<file path="config.mk">
export PLATFORM = sky130hd
export DESIGN_NAME = cr16_fib_ctrl
export DESIGN_NICKNAME = d
export VERILOG_FILES = /design/src/rtl/cr16_fib_ctrl.sv
export SDC_FILE = /design/constraint.sdc
export NUM_CORES = 1
export LEC_CHECK = 0
export ABC_AREA = 1
export BUFFER_PORTS_ARGS = -buffer_cell sky130_fd_sc_hd__clkbuf_2
export CAP_MARGIN = 30
export CORE_ASPECT_RATIO = 1.1
export CORE_MARGIN = 2
export CORE_UTILIZATION = 50
export CTS_CLUSTER_DIAMETER = 40
export DETAILED_ROUTE_END_ITERATION = 6
export GPL_ROUTABILITY_DRIVEN = 0
export HOLD_SLACK_MARGIN = 0.1
export PLACE_DENSITY_LB_ADDON = 0.3
export SLEW_MARGIN = 30
export SYNTH_ARGS = -nofsm -noshare
export SYNTH_HDL_FRONTEND = slang
export SYNTH_SLANG_ARGS = --single-unit
</file>
<file path="constraint.sdc">
create_clock -name I_CLK -period 2.2 [get_ports I_CLK]
set_input_delay 0.44 -clock I_CLK [delete_from_list [all_inputs] [get_ports I_CLK]]
set_output_delay 0.44 -clock I_CLK [all_outputs]
set_load 0.01 [all_outputs]
</file>
<file path="src/rtl/cr16_fib_ctrl.sv">
// cr16_fib_ctrl: sequencer that drives a 16-register datapath through a
// clear / seed / Fibonacci-add run, shadow-checking every ALU result.
module cr16_fib_ctrl (
    input  logic        I_CLK,
    input  logic        I_RESET,
    input  logic        I_START,
    input  logic [3:0]  I_COUNT,
    input  logic [15:0] I_SEED_A,
    input  logic [15:0] I_SEED_B,
    input  logic [15:0] I_WRITE_PORT,
    output logic [15:0] O_REG_ENABLE,
    output logic [3:0]  O_OPCODE,
    output logic        O_ENABLE,
    output logic [3:0]  O_READ_PORT_A_SEL,
    output logic [3:0]  O_READ_PORT_B_SEL,
    output logic [15:0] O_IMMEDIATE,
    output logic        O_IMM_SEL,
    output logic        O_BUSY,
    output logic        O_DONE,
    output logic [15:0] O_LAST,
    output logic        O_OVERFLOW,
    output logic        O_ERR
);

    localparam logic [2:0] S_IDLE  = 3'd0;
    localparam logic [2:0] S_CLEAR = 3'd1;
    localparam logic [2:0] S_SEED0 = 3'd2;
    localparam logic [2:0] S_SEED1 = 3'd3;
    localparam logic [2:0] S_ADD   = 3'd4;
    localparam logic [2:0] S_DONE  = 3'd5;

    logic [2:0]  state_q, state_d;
    logic [3:0]  k_q, k_d;
    logic [3:0]  n_q;
    logic [15:0] seed_a_q, seed_b_q;
    logic [15:0] p_q, q_q;

    logic [15:0] reg_en_q, reg_en_d;
    logic [3:0]  a_sel_q, a_sel_d;
    logic [3:0]  b_sel_q, b_sel_d;
    logic [15:0] imm_q, imm_d;
    logic        imm_sel_q, imm_sel_d;
    logic        busy_q, busy_d;
    logic        done_q, done_d;
    logic [15:0] last_q;
    logic        ovf_q, err_q;

    logic [3:0]  n_clamp;
    logic [3:0]  add_dst;
    logic [16:0] sum;

    // Counts above 14 would run the destination index past r15.
    assign n_clamp = (I_COUNT == 4'd15) ? 4'd14 : I_COUNT;
    assign add_dst = k_d + 4'd2;
    assign sum     = {1'b0, p_q} + {1'b0, q_q};

    assign O_REG_ENABLE      = reg_en_q;
    assign O_OPCODE          = 4'b0000;
    assign O_ENABLE          = 1'b1;
    assign O_READ_PORT_A_SEL = a_sel_q;
    assign O_READ_PORT_B_SEL = b_sel_q;
    assign O_IMMEDIATE       = imm_q;
    assign O_IMM_SEL         = imm_sel_q;
    assign O_BUSY            = busy_q;
    assign O_DONE            = done_q;
    assign O_LAST            = last_q;
    assign O_OVERFLOW        = ovf_q;
    assign O_ERR             = err_q;

    // Next state and step index.
    always_comb begin
        state_d = state_q;
        k_d     = k_q;
        case (state_q)
            S_IDLE: begin
                if (I_START) begin
                    state_d = S_CLEAR;
                    k_d     = 4'd0;
                end
            end
            S_CLEAR: begin
                if (k_q == 4'd15) begin
                    state_d = S_SEED0;
                    k_d     = 4'd0;
                end else begin
                    k_d = k_q + 4'd1;
                end
            end
            S_SEED0: state_d = S_SEED1;
            S_SEED1: begin
                state_d = (n_q == 4'd0) ? S_DONE : S_ADD;
                k_d     = 4'd0;
            end
            S_ADD: begin
                if (k_q == n_q - 4'd1) begin
                    state_d = S_DONE;
                    k_d     = 4'd0;
                end else begin
                    k_d = k_q + 4'd1;
                end
            end
            S_DONE: begin
                state_d = S_IDLE;
                k_d     = 4'd0;
            end
            default: begin
                state_d = S_IDLE;
                k_d     = 4'd0;
            end
        endcase
    end

    // Datapath controls decoded from the upcoming state so they leave flops.
    always_comb begin
        reg_en_d  = 16'h0000;
        a_sel_d   = 4'd0;
        b_sel_d   = 4'd1;
        imm_d     = 16'h0000;
        imm_sel_d = 1'b1;
        busy_d    = 1'b0;
        done_d    = 1'b0;
        case (state_d)
            S_CLEAR: begin
                reg_en_d = 16'h0001 << k_d;
                busy_d   = 1'b1;
            end
            S_SEED0: begin
                reg_en_d = 16'h0001;
                imm_d    = seed_a_q;
                busy_d   = 1'b1;
            end
            S_SEED1: begin
                reg_en_d = 16'h0002;
                imm_d    = seed_b_q;
                busy_d   = 1'b1;
            end
            S_ADD: begin
                reg_en_d  = 16'h0001 << add_dst;
                a_sel_d   = k_d;
                b_sel_d   = k_d + 4'd1;
                imm_sel_d = 1'b0;
                busy_d    = 1'b1;
            end
            S_DONE: done_d = 1'b1;
            default: ;
        endcase
    end

    // State, output flops, shadow Fibonacci pair and sticky status.
    always_ff @(posedge I_CLK) begin
        if (I_RESET) begin
            state_q   <= S_IDLE;
            k_q       <= 4'd0;
            n_q       <= 4'd0;
            seed_a_q  <= 16'h0000;
            seed_b_q  <= 16'h0000;
            p_q       <= 16'h0000;
            q_q       <= 16'h0000;
            reg_en_q  <= 16'h0000;
            a_sel_q   <= 4'd0;
            b_sel_q   <= 4'd1;
            imm_q     <= 16'h0000;
            imm_sel_q <= 1'b1;
            busy_q    <= 1'b0;
            done_q    <= 1'b0;
            last_q    <= 16'h0000;
            ovf_q     <= 1'b0;
            err_q     <= 1'b0;
        end else begin
            state_q   <= state_d;
            k_q       <= k_d;
            reg_en_q  <= reg_en_d;
            a_sel_q   <= a_sel_d;
            b_sel_q   <= b_sel_d;
            imm_q     <= imm_d;
            imm_sel_q <= imm_sel_d;
            busy_q    <= busy_d;
            done_q    <= done_d;
            case (state_q)
                S_IDLE: begin
                    if (I_START) begin
                        seed_a_q <= I_SEED_A;
                        seed_b_q <= I_SEED_B;
                        n_q      <= n_clamp;
                        ovf_q    <= 1'b0;
                        err_q    <= 1'b0;
                    end
                end
                S_CLEAR: last_q <= 16'h0000;
                S_SEED0: begin
                    last_q <= seed_a_q;
                    p_q    <= seed_a_q;
                end
                S_SEED1: begin
                    last_q <= seed_b_q;
                    q_q    <= seed_b_q;
                end
                S_ADD: begin
                    // The ALU result is written this edge; check it against the shadow sum.
                    last_q <= I_WRITE_PORT;
                    p_q    <= q_q;
                    q_q    <= sum[15:0];
                    if (sum[16])
                        ovf_q <= 1'b1;
                    if (I_WRITE_PORT != sum[15:0])
                        err_q <= 1'b1;
                end
                default: ;
            endcase
        end
    end

endmodule
</file>
==> results.sh, run 1 <==
export IMPL_power_per_cell_area_nw_per_um2=691
export IMPL_crit_chain="inv_1, ha_4, xor2_1, nand2_1, nor2_2, nand3_2, nand2_2, nand2_2, nand2_2, nand2_2, ha_2, nand2_4, nand2_4, nor2_2, nand2_2, a21oi_2"
export IMPL_finalCritPeriodShare_pct=103
export IMPL_first_pass_iters=5
export IMPL_worstSetupPathType="flop to flop"
export IMPL_hp_class="input pin to flop"
export IMPL_relSlewSlack_pct=64.8
export IMPL_syn_avg_cell_area_sq_um=7.11
export IMPL_synth_area_mux_share_pct=0
export IMPL_antenna_found_initial=0
export IMPL_startpoint_type="flop"
export IMPL_yosys_area_top_type_share_pct=42.3
export IMPL_vias=6530
export IMPL_synth_edff_count=0
export IMPL_cts_tree="done"
export IMPL_postCtsHoldBufs=0
export IMPL_fin_skew_ns=0.00815
export IMPL_holdWs_ns=0.246
export IMPL_finalSetupViolCount=17
export IMPL_syn_inst=905
export IMPL_peakVddDrop_uv=713
export IMPL_netlist_area_sq_um=6440
export IMPL_ys_ff_latch=136
export IMPL_fin_crit_ns=2.28
export IMPL_drv_slew=0
export IMPL_yosys_area_share_adder_pct=4.39
export IMPL_std_cell_rows=43
export IMPL_worst_path_largest_cell_delay_ns=0.30
export IMPL_failed_checks="setup timing"
export IMPL_grt_pass1_wl_microns=28900
export IMPL_hold_viol=0
export IMPL_post_drt_via_cell_ratio=5.37
export IMPL_synth_flop_cell="dfxtp_1"
export IMPL_routed_wirelength_microns=18500
export IMPL_port_buffer_count=115
export IMPL_numCtsBuffers=17
export IMPL_leakage_nw=3.63
export IMPL_synth_xor_area_share_pct=3.23
export IMPL_grt_pass1_vias=5954
export IMPL_synth_top_family_by_area="simple AND/OR/NAND/NOR gates"
export IMPL_worst_path_max_delay_cell="dfxtp_1"
export IMPL_dp_hpwl_microns=13000
export IMPL_grt_max_degree=49
export IMPL_synth_compound_area_share_pct=12.4
export IMPL_status="finished, violations left"
export IMPL_dieHeight_microns=123
export IMPL_ys_top_cells_by_area="dfxtp_1 42%, nand2_1 20%, a21oi_1 5.4%"
export IMPL_drc=0
export IMPL_io_pins=121
export IMPL_fmax_ghz=0.439
export IMPL_ant_nets=0
export IMPL_synth_largest_area_cell="dfxtp_1"
export IMPL_fin_nets=1123
export IMPL_yosysSeqAreaShare_pct=42.3
export IMPL_clockBufferDepth=2
export IMPL_cts_root_buf="clkbuf_16"
export IMPL_required_ns=2.55
export IMPL_drt_iter0_drc=433
export IMPL_worst_pin_slew_ns=0.527
export IMPL_routedWlPerCell_microns=15.2
export IMPL_fp_dieW_microns=112
export IMPL_crit_fanout=5
export IMPL_antenna_cells=0
export IMPL_fp_coreArea_sq_um=12600
export IMPL_end_kind="flop"
export IMPL_overflow=0
export IMPL_start_util_pct=51.1
export IMPL_synthDistinctLibCells=38
export IMPL_cts_sinks=136
export IMPL_die_area_sq_um=13800
export IMPL_path_clk_slew_ns=0.06
export IMPL_maxCapViolCount=0
export IMPL_synthArstFlopShare_pct=0
export IMPL_rsz0062_at_grt="yes"
export IMPL_crit_arrival_ns=2.63
export IMPL_place_ws_ns=-0.104
export IMPL_crit_top_cell="nand2_2"
export IMPL_clock_latency_ns=0.42
export IMPL_htreeDepth=4
export IMPL_yosys_warnings=0
export IMPL_area_delta_synth_final_pct=27.9
export IMPL_final_layout_size_suffix_gt1_share_pct=26.9
export IMPL_grt_use_total_pct=26.4
export IMPL_fin_ws_ns=-0.0760
export IMPL_yosys_area_share_simple_pct=30.6
-- through the flow --
stage / total power (W) / cell area [sq um] / TNS, ns / util (%) / instances
after floorplan: 0.00285 / 6450 / 0 / - / 908
after global placement: 0.00299 / 7270 / 0 / 57.8 / 1170
after detailed placement: 0.00300 / 7270 / -0.916 / 57.8 / 1170
after CTS: 0.00567 / 7920 / -0.0193 / 62.9 / 1209
after global routing: 0.00589 / 8230 / -3.29 / 65.4 / 1216
final: 0.00569 / 8230 / -0.526 / 65.4 / 1216
-- metal layers --
| metal | GRT usage [%] | routed length [microns] | vias up |
|---|---|---|---|
| li1 | - | - | 3220 |
| met1 | 33.9 | 7880 | 2976 |
| met2 | 43.9 | 8640 | 288 |
| met3 | 4.95 | 1410 | 46 |
| met4 | 11.1 | 594 | 0 |
| met5 | 0 | 0 | - |
-- final cells by class --
type                    instances  area [sq um]
fillers                      1119          4360
multi-input cells             659          3580
flip-flops and latches        136          2730
repair buffers                155           878
clock buffers                  18           429
inverters                      77           294
well taps                     157           196
clock inverters                14           126
-- worst max-delay path: cells and delay by family (launching register included) --
kind                     cells  cell delay [ns]
adder cells (fa/ha/maj)      2             0.55
flip-flops                   1             0.30
AO/OA/AOI/OAI                1             0.11
XOR/XNOR                     1             0.15
buffers and inverters        1             0.07
AND/OR/NAND/NOR             11             1.02
-- where the power goes --
part / total (W) / switching (W) / internal [W]
logic: 0.000444 / 0.000264 / 0.000180
registers: 0.00256 / 0.0000459 / 0.00252
clock network: 0.00268 / 0.00112 / 0.00156
-- kinds of logic (layout without fill, tap and decap cells) --
family | count (synthesis) | count (layout)
buffers and inverters | 114 | 264
AOI/OAI and AO/OA | 135 | 135
xor gates and xnor gates | 19 | 19
other | 2 | 5
and+or+nand+nor | 477 | 478
adders and majority gates | 22 | 22
DFF | 136 | 136
-- registers in the layout, indices dropped and copies added, names as in the netlist, 3 cells and up --
| name | count |
|---|---|
| O_IMMEDIATE | 16 |
| O_LAST | 16 |
| O_REG_ENABLE | 16 |
| p_q | 16 |
| q_q | 16 |
| seed_a_q | 16 |
| seed_b_q | 16 |
| O_READ_PORT_A_SEL | 4 |
| O_READ_PORT_B_SEL | 4 |
| k_q | 4 |
| n_q | 4 |
| state_q | 3 |
-- layout by cell type (no fill, tap or decap), types with 3 or more instances in the layout --
| cell | synthesis | final |
|---|---|---|
| a21oi_1 | 70 | 65 |
| a21oi_2 | 1 | 5 |
| a31oi_1 | 33 | 33 |
| a41oi_1 | 14 | 14 |
| buf_4 | 5 | 41 |
| clkbuf_16 | 0 | 17 |
| clkbuf_2 | 0 | 114 |
| clkinv_2 | 0 | 4 |
| clkinvlp_4 | 0 | 4 |
| conb_1 | 2 | 5 |
| dfxtp_1 | 136 | 131 |
| dfxtp_2 | 0 | 5 |
| ha_1 | 21 | 5 |
| ha_2 | 0 | 9 |
| ha_4 | 0 | 7 |
| inv_1 | 67 | 63 |
| inv_2 | 9 | 11 |
| nand2_1 | 348 | 328 |
| nand2_2 | 4 | 22 |
| nand2_4 | 0 | 3 |
| nand3_1 | 49 | 46 |
| nand3_2 | 4 | 5 |
| nand3b_1 | 6 | 6 |
| nand4_1 | 4 | 4 |
| nor2_1 | 49 | 36 |
| nor2_2 | 1 | 13 |
| nor3_1 | 4 | 3 |
| nor3_2 | 4 | 5 |
| o21ai_0 | 8 | 8 |
| xnor3_1 | 3 | 3 |
| xor2_1 | 13 | 13 |
-- Yosys cell counts, types with 6 or more instances --
master and n:
a21oi_1 70, a31oi_1 33, nor2_1 49, dfxtp_1 136, o21ai_0 8, nand3_1 49
a41oi_1 14, inv_2 9, xor2_1 13, nand2_1 348, clkbuf_1 31, nand3b_1 6
ha_1 21, inv_1 67
-- what timing repair did --
action / in CTS / in global routing
endpoints found under the setup margin: 18 / 21
resized for setup: 9 / 72
cloned: 0 / 1
setup buffers: 7 / 6
pin swaps: 14 / 28
-- worst paths after layout --
check | from | to | slack [ns] | cells after the start
worst min register to register | seed_b_q[2] | O_IMMEDIATE[2] | 0.47 | 2
worst min-delay path | I_SEED_A[1] | seed_a_q[1] | 0.25 | 3
worst max-delay path | n_q[1] | O_REG_ENABLE[0] | -0.08 | 16
worst max register to register | n_q[1] | O_REG_ENABLE[0] | -0.08 | 16
Power figures use the tool's default switching activity.
==> inputs of run 2 (changes only) <==
--- a/config.mk
+++ b/config.mk
@@ -5,17 +5,15 @@
 export SDC_FILE = /design/constraint.sdc
 export NUM_CORES = 1
 export LEC_CHECK = 0
-export ABC_AREA = 1
 export BUFFER_PORTS_ARGS = -buffer_cell sky130_fd_sc_hd__clkbuf_2
-export CAP_MARGIN = 30
 export CORE_ASPECT_RATIO = 1.1
 export CORE_MARGIN = 2
-export CORE_UTILIZATION = 50
+export CORE_UTILIZATION = 51
 export CTS_CLUSTER_DIAMETER = 40
 export DETAILED_ROUTE_END_ITERATION = 6
 export GPL_ROUTABILITY_DRIVEN = 0
 export HOLD_SLACK_MARGIN = 0.1
-export PLACE_DENSITY_LB_ADDON = 0.3
+export PLACE_DENSITY = 0.73
 export SLEW_MARGIN = 30
 export SYNTH_ARGS = -nofsm -noshare
 export SYNTH_HDL_FRONTEND = slang
==> results.sh, run 2 <==
export IMPL_finalCritPeriodShare_pct=118
export IMPL_fp_coreArea_sq_um=13200
export IMPL_ys_top_cells_by_area="dfxtp_1 40%, nand2_1 6.6%, a21oi_1 6.2%"
export IMPL_startpoint_type="flop"
export IMPL_place_ws_ns=-0.477
export IMPL_syn_inst=815
export IMPL_final_layout_size_suffix_gt1_share_pct=38.0
export IMPL_crit_family="compound AO/OA/AOI/OAI gates"
export IMPL_yosys_warnings=0
export IMPL_clockBufferDepth=2
export IMPL_fin_skew_ns=0.00989
export IMPL_grt_max_degree=66
export IMPL_postCtsHoldBufs=0
export IMPL_synth_largest_area_cell="dfxtp_1"
export IMPL_post_drt_via_cell_ratio=5.89
export IMPL_grt_pass1_wl_microns=34200
export IMPL_relSlewSlack_pct=52.1
export IMPL_routed_wirelength_microns=21900
export IMPL_antenna_found_initial=0
export IMPL_crit_fanout=2
export IMPL_combPwrFrac_pct=9.5
export IMPL_fin_area_sq_um=9530
export IMPL_required_ns=2.51
export IMPL_yosys_area_top_type_share_pct=39.9
export IMPL_drv_slew=0
export IMPL_p_switching_w=0.00151
export IMPL_worstSetupPathType="flop to flop"
export IMPL_clock_latency_ns=0.43
export IMPL_cts_tree="done"
export IMPL_grt_use_total_pct=30.3
export IMPL_dp_hpwl_microns=14800
export IMPL_failed_checks="setup timing"
export IMPL_syn_avg_cell_area_sq_um=8.37
export IMPL_routedWlPerCell_microns=18.0
export IMPL_area_delta_synth_final_pct=39.7
export IMPL_synthDistinctLibCells=77
export IMPL_ys_ff_latch=136
export IMPL_crit_arrival_ns=2.92
export IMPL_hp_start="I_SEED_B[8]"
export IMPL_cts_root_buf="clkbuf_16"
export IMPL_crit_chain="ha_4, fa_2, a211o_1, a2111o_1, a31oi_4, xor3_1, o2111ai_1, nor4_2, a311oi_1"
export IMPL_rr_worst_depth=9
export IMPL_placed_cells=1173
export IMPL_die_area_sq_um=14300
export IMPL_antenna_cells=0
export IMPL_first_pass_iters=5
export IMPL_holdPathEnd="seed_b_q[8]"
export IMPL_grt_pass1_vias=6731
export IMPL_fin_crit_ns=2.61
export IMPL_maxCapViolCount=0
export IMPL_netlist_area_sq_um=6820
export IMPL_hp_class="input pin to flop"
export IMPL_crit_cells=9
export IMPL_numCtsBuffers=17
export IMPL_yosysSeqAreaShare_pct=39.9
export IMPL_r2r_end="O_ERR"
export IMPL_power_share_clock_pct=46.9
export IMPL_worst_path_largest_cell_delay_ns=0.49
export IMPL_worst_path_buf_inv=0
export IMPL_ant_nets=0
export IMPL_rrSetupSlack_ns=-0.41
export IMPL_final_cells=1216
export IMPL_leakage_nw=4.05
export IMPL_finalSetupViolCount=27
export IMPL_fin_nets=1119
export IMPL_dieHeight_microns=125
export IMPL_final_cell_mix="148 x buf_4, 127 x dfxtp_1, 116 x nand2_1, 114 x clkbuf_2, 88 x nor2_1"
export IMPL_final_util_pct=72.4
export IMPL_yosysMostFrequentCell="dfxtp_1"
export IMPL_drc=0
export IMPL_fmax_ghz=0.384
export IMPL_fp_dieW_microns=114
export IMPL_end_kind="flop"
export IMPL_drt_iter0_drc=587
export IMPL_intPower_w=0.00438
export IMPL_synth_flop_cell="dfxtp_1"
export IMPL_hold_viol=0
export IMPL_overflow=0
export IMPL_synth_edff_count=0
export IMPL_fin_ws_ns=-0.406
export IMPL_port_buffer_count=115
export IMPL_io_pins=121
export IMPL_std_cell_rows=44
export IMPL_hold_depth=3
export IMPL_rsz0062_at_grt="yes"
export IMPL_htreeDepth=4
export IMPL_final_common_cell="buf_4"
export IMPL_status="finished, violations left"
export IMPL_power_per_cell_area_nw_per_um2=619
export IMPL_vias=7164
export IMPL_synthTopCellsByCount="136 x dfxtp_1, 119 x nand2_1, 92 x nor2_1"
export IMPL_peakVddDrop_uv=503
export IMPL_path_clk_slew_ns=0.06
export IMPL_sw_frac_of_total_pct=25.7
export IMPL_synthArstFlopShare_pct=0
export IMPL_worst_pin_slew_ns=0.719
export IMPL_placed_cell_area_sq_um=8470
export IMPL_worst_path_max_delay_cell="a2111o_1"
export IMPL_start_util_pct=51.8
export IMPL_cts_sinks=136
export IMPL_p_seq_share_pct=43.6
export IMPL_timing_rr_start="p_q[0]"
## run 2: cell types whose count changed after synthesis, moves of 28 or more
cell / previous run / this run
a22oi_1: 0 / 46
nor2_1: 49 / 92
nand2_1: 348 / 119
inv_1: 67 / 13
a31oi_1: 33 / 5
nand3_1: 49 / 13
## run 2: area by class of cell
type | count | area, sq um
inverters | 13 | 51.3
multi-input cells | 605 | 4190
fillers | 979 | 3630
clock buffers | 20 | 457
well taps | 161 | 201
repair buffers | 269 | 1770
flip-flops and latches | 136 | 2740
clock inverters | 12 | 115
## run 2: timing repair
item                                    4_1_cts  5_1_grt
resized for setup                            35       49
buffers inserted                              6       11
endpoints found under the setup margin       27       34
pin swaps                                    27       36
cloned                                        0        0
## run 2: worst max-delay path by stage
stage	from	endpoint	slack (ns)
6_report	p_q[0]	O_ERR	-0.41
5_1_grt	p_q[0]	O_ERR	-0.53
4_1_cts	p_q[0]	O_ERR	-0.42
3_5_place_dp	p_q[0]	O_ERR	-0.48
3_3_place_gp	p_q[0]	O_ERR	-0.42
2_1_floorplan	q_q[0]	O_ERR	-0.40
## run 2: cells by family (layout without fill, tap and decap cells)
logic type               Yosys count  after routing  share of synthesized area, %
AO/OA/AOI/OAI                    233            233                          23.8
XOR/XNOR                          30             30                          4.07
adder cells (fa/ha/maj)           22             22                          4.15
buffers and inverters             77            314                          4.84
flip-flops                       136            136                          39.9
multiplexers                      23             23                          3.69
other                              2              5                         0.110
AND/OR/NAND/NOR                  292            292                          19.4
## run 2: metal layers
| metal | global-route usage [%] | vias to the layer above | wire length, microns |
|---|---|---|---|
| met2 | 50.6 | 340 | 10800 |
| met1 | 37.6 | 3368 | 8830 |
| met3 | 6.59 | 65 | 1500 |
| met5 | 0 | - | 0 |
| li1 | - | 3391 | - |
| met4 | 12.9 | 0 | 812 |
## run 2: power by group through the flow
| stage | clock network (W) | logic [W] | registers (W) |
|---|---|---|---|
| detailed placement | 0 | 0.000489 | 0.00262 |
| floorplan | 0 | 0.000283 | 0.00261 |
| global route | 0.00290 | 0.000601 | 0.00258 |
| global placement | 0 | 0.000484 | 0.00262 |
| CTS | 0.00277 | 0.000513 | 0.00257 |
| finish | 0.00276 | 0.000558 | 0.00257 |
## run 2: tightest hold or removal path: stages
cell	delay [ns]
clkbuf_2	0.08
nand2_1	0.04
a21oi_1	0.05
## run 2: metrics by stage
step | power (W) | hold slack, ns | setup TNS, ns
after global placement | 0.00311 | 0.450 | -3.71
after detailed placement | 0.00311 | 0.454 | -4.61
after CTS | 0.00585 | 0.218 | -3.10
final | 0.00589 | 0.224 | -5.55
after global routing | 0.00607 | 0.221 | -9.16
after floorplan | 0.00289 | 0.441 | -1.81
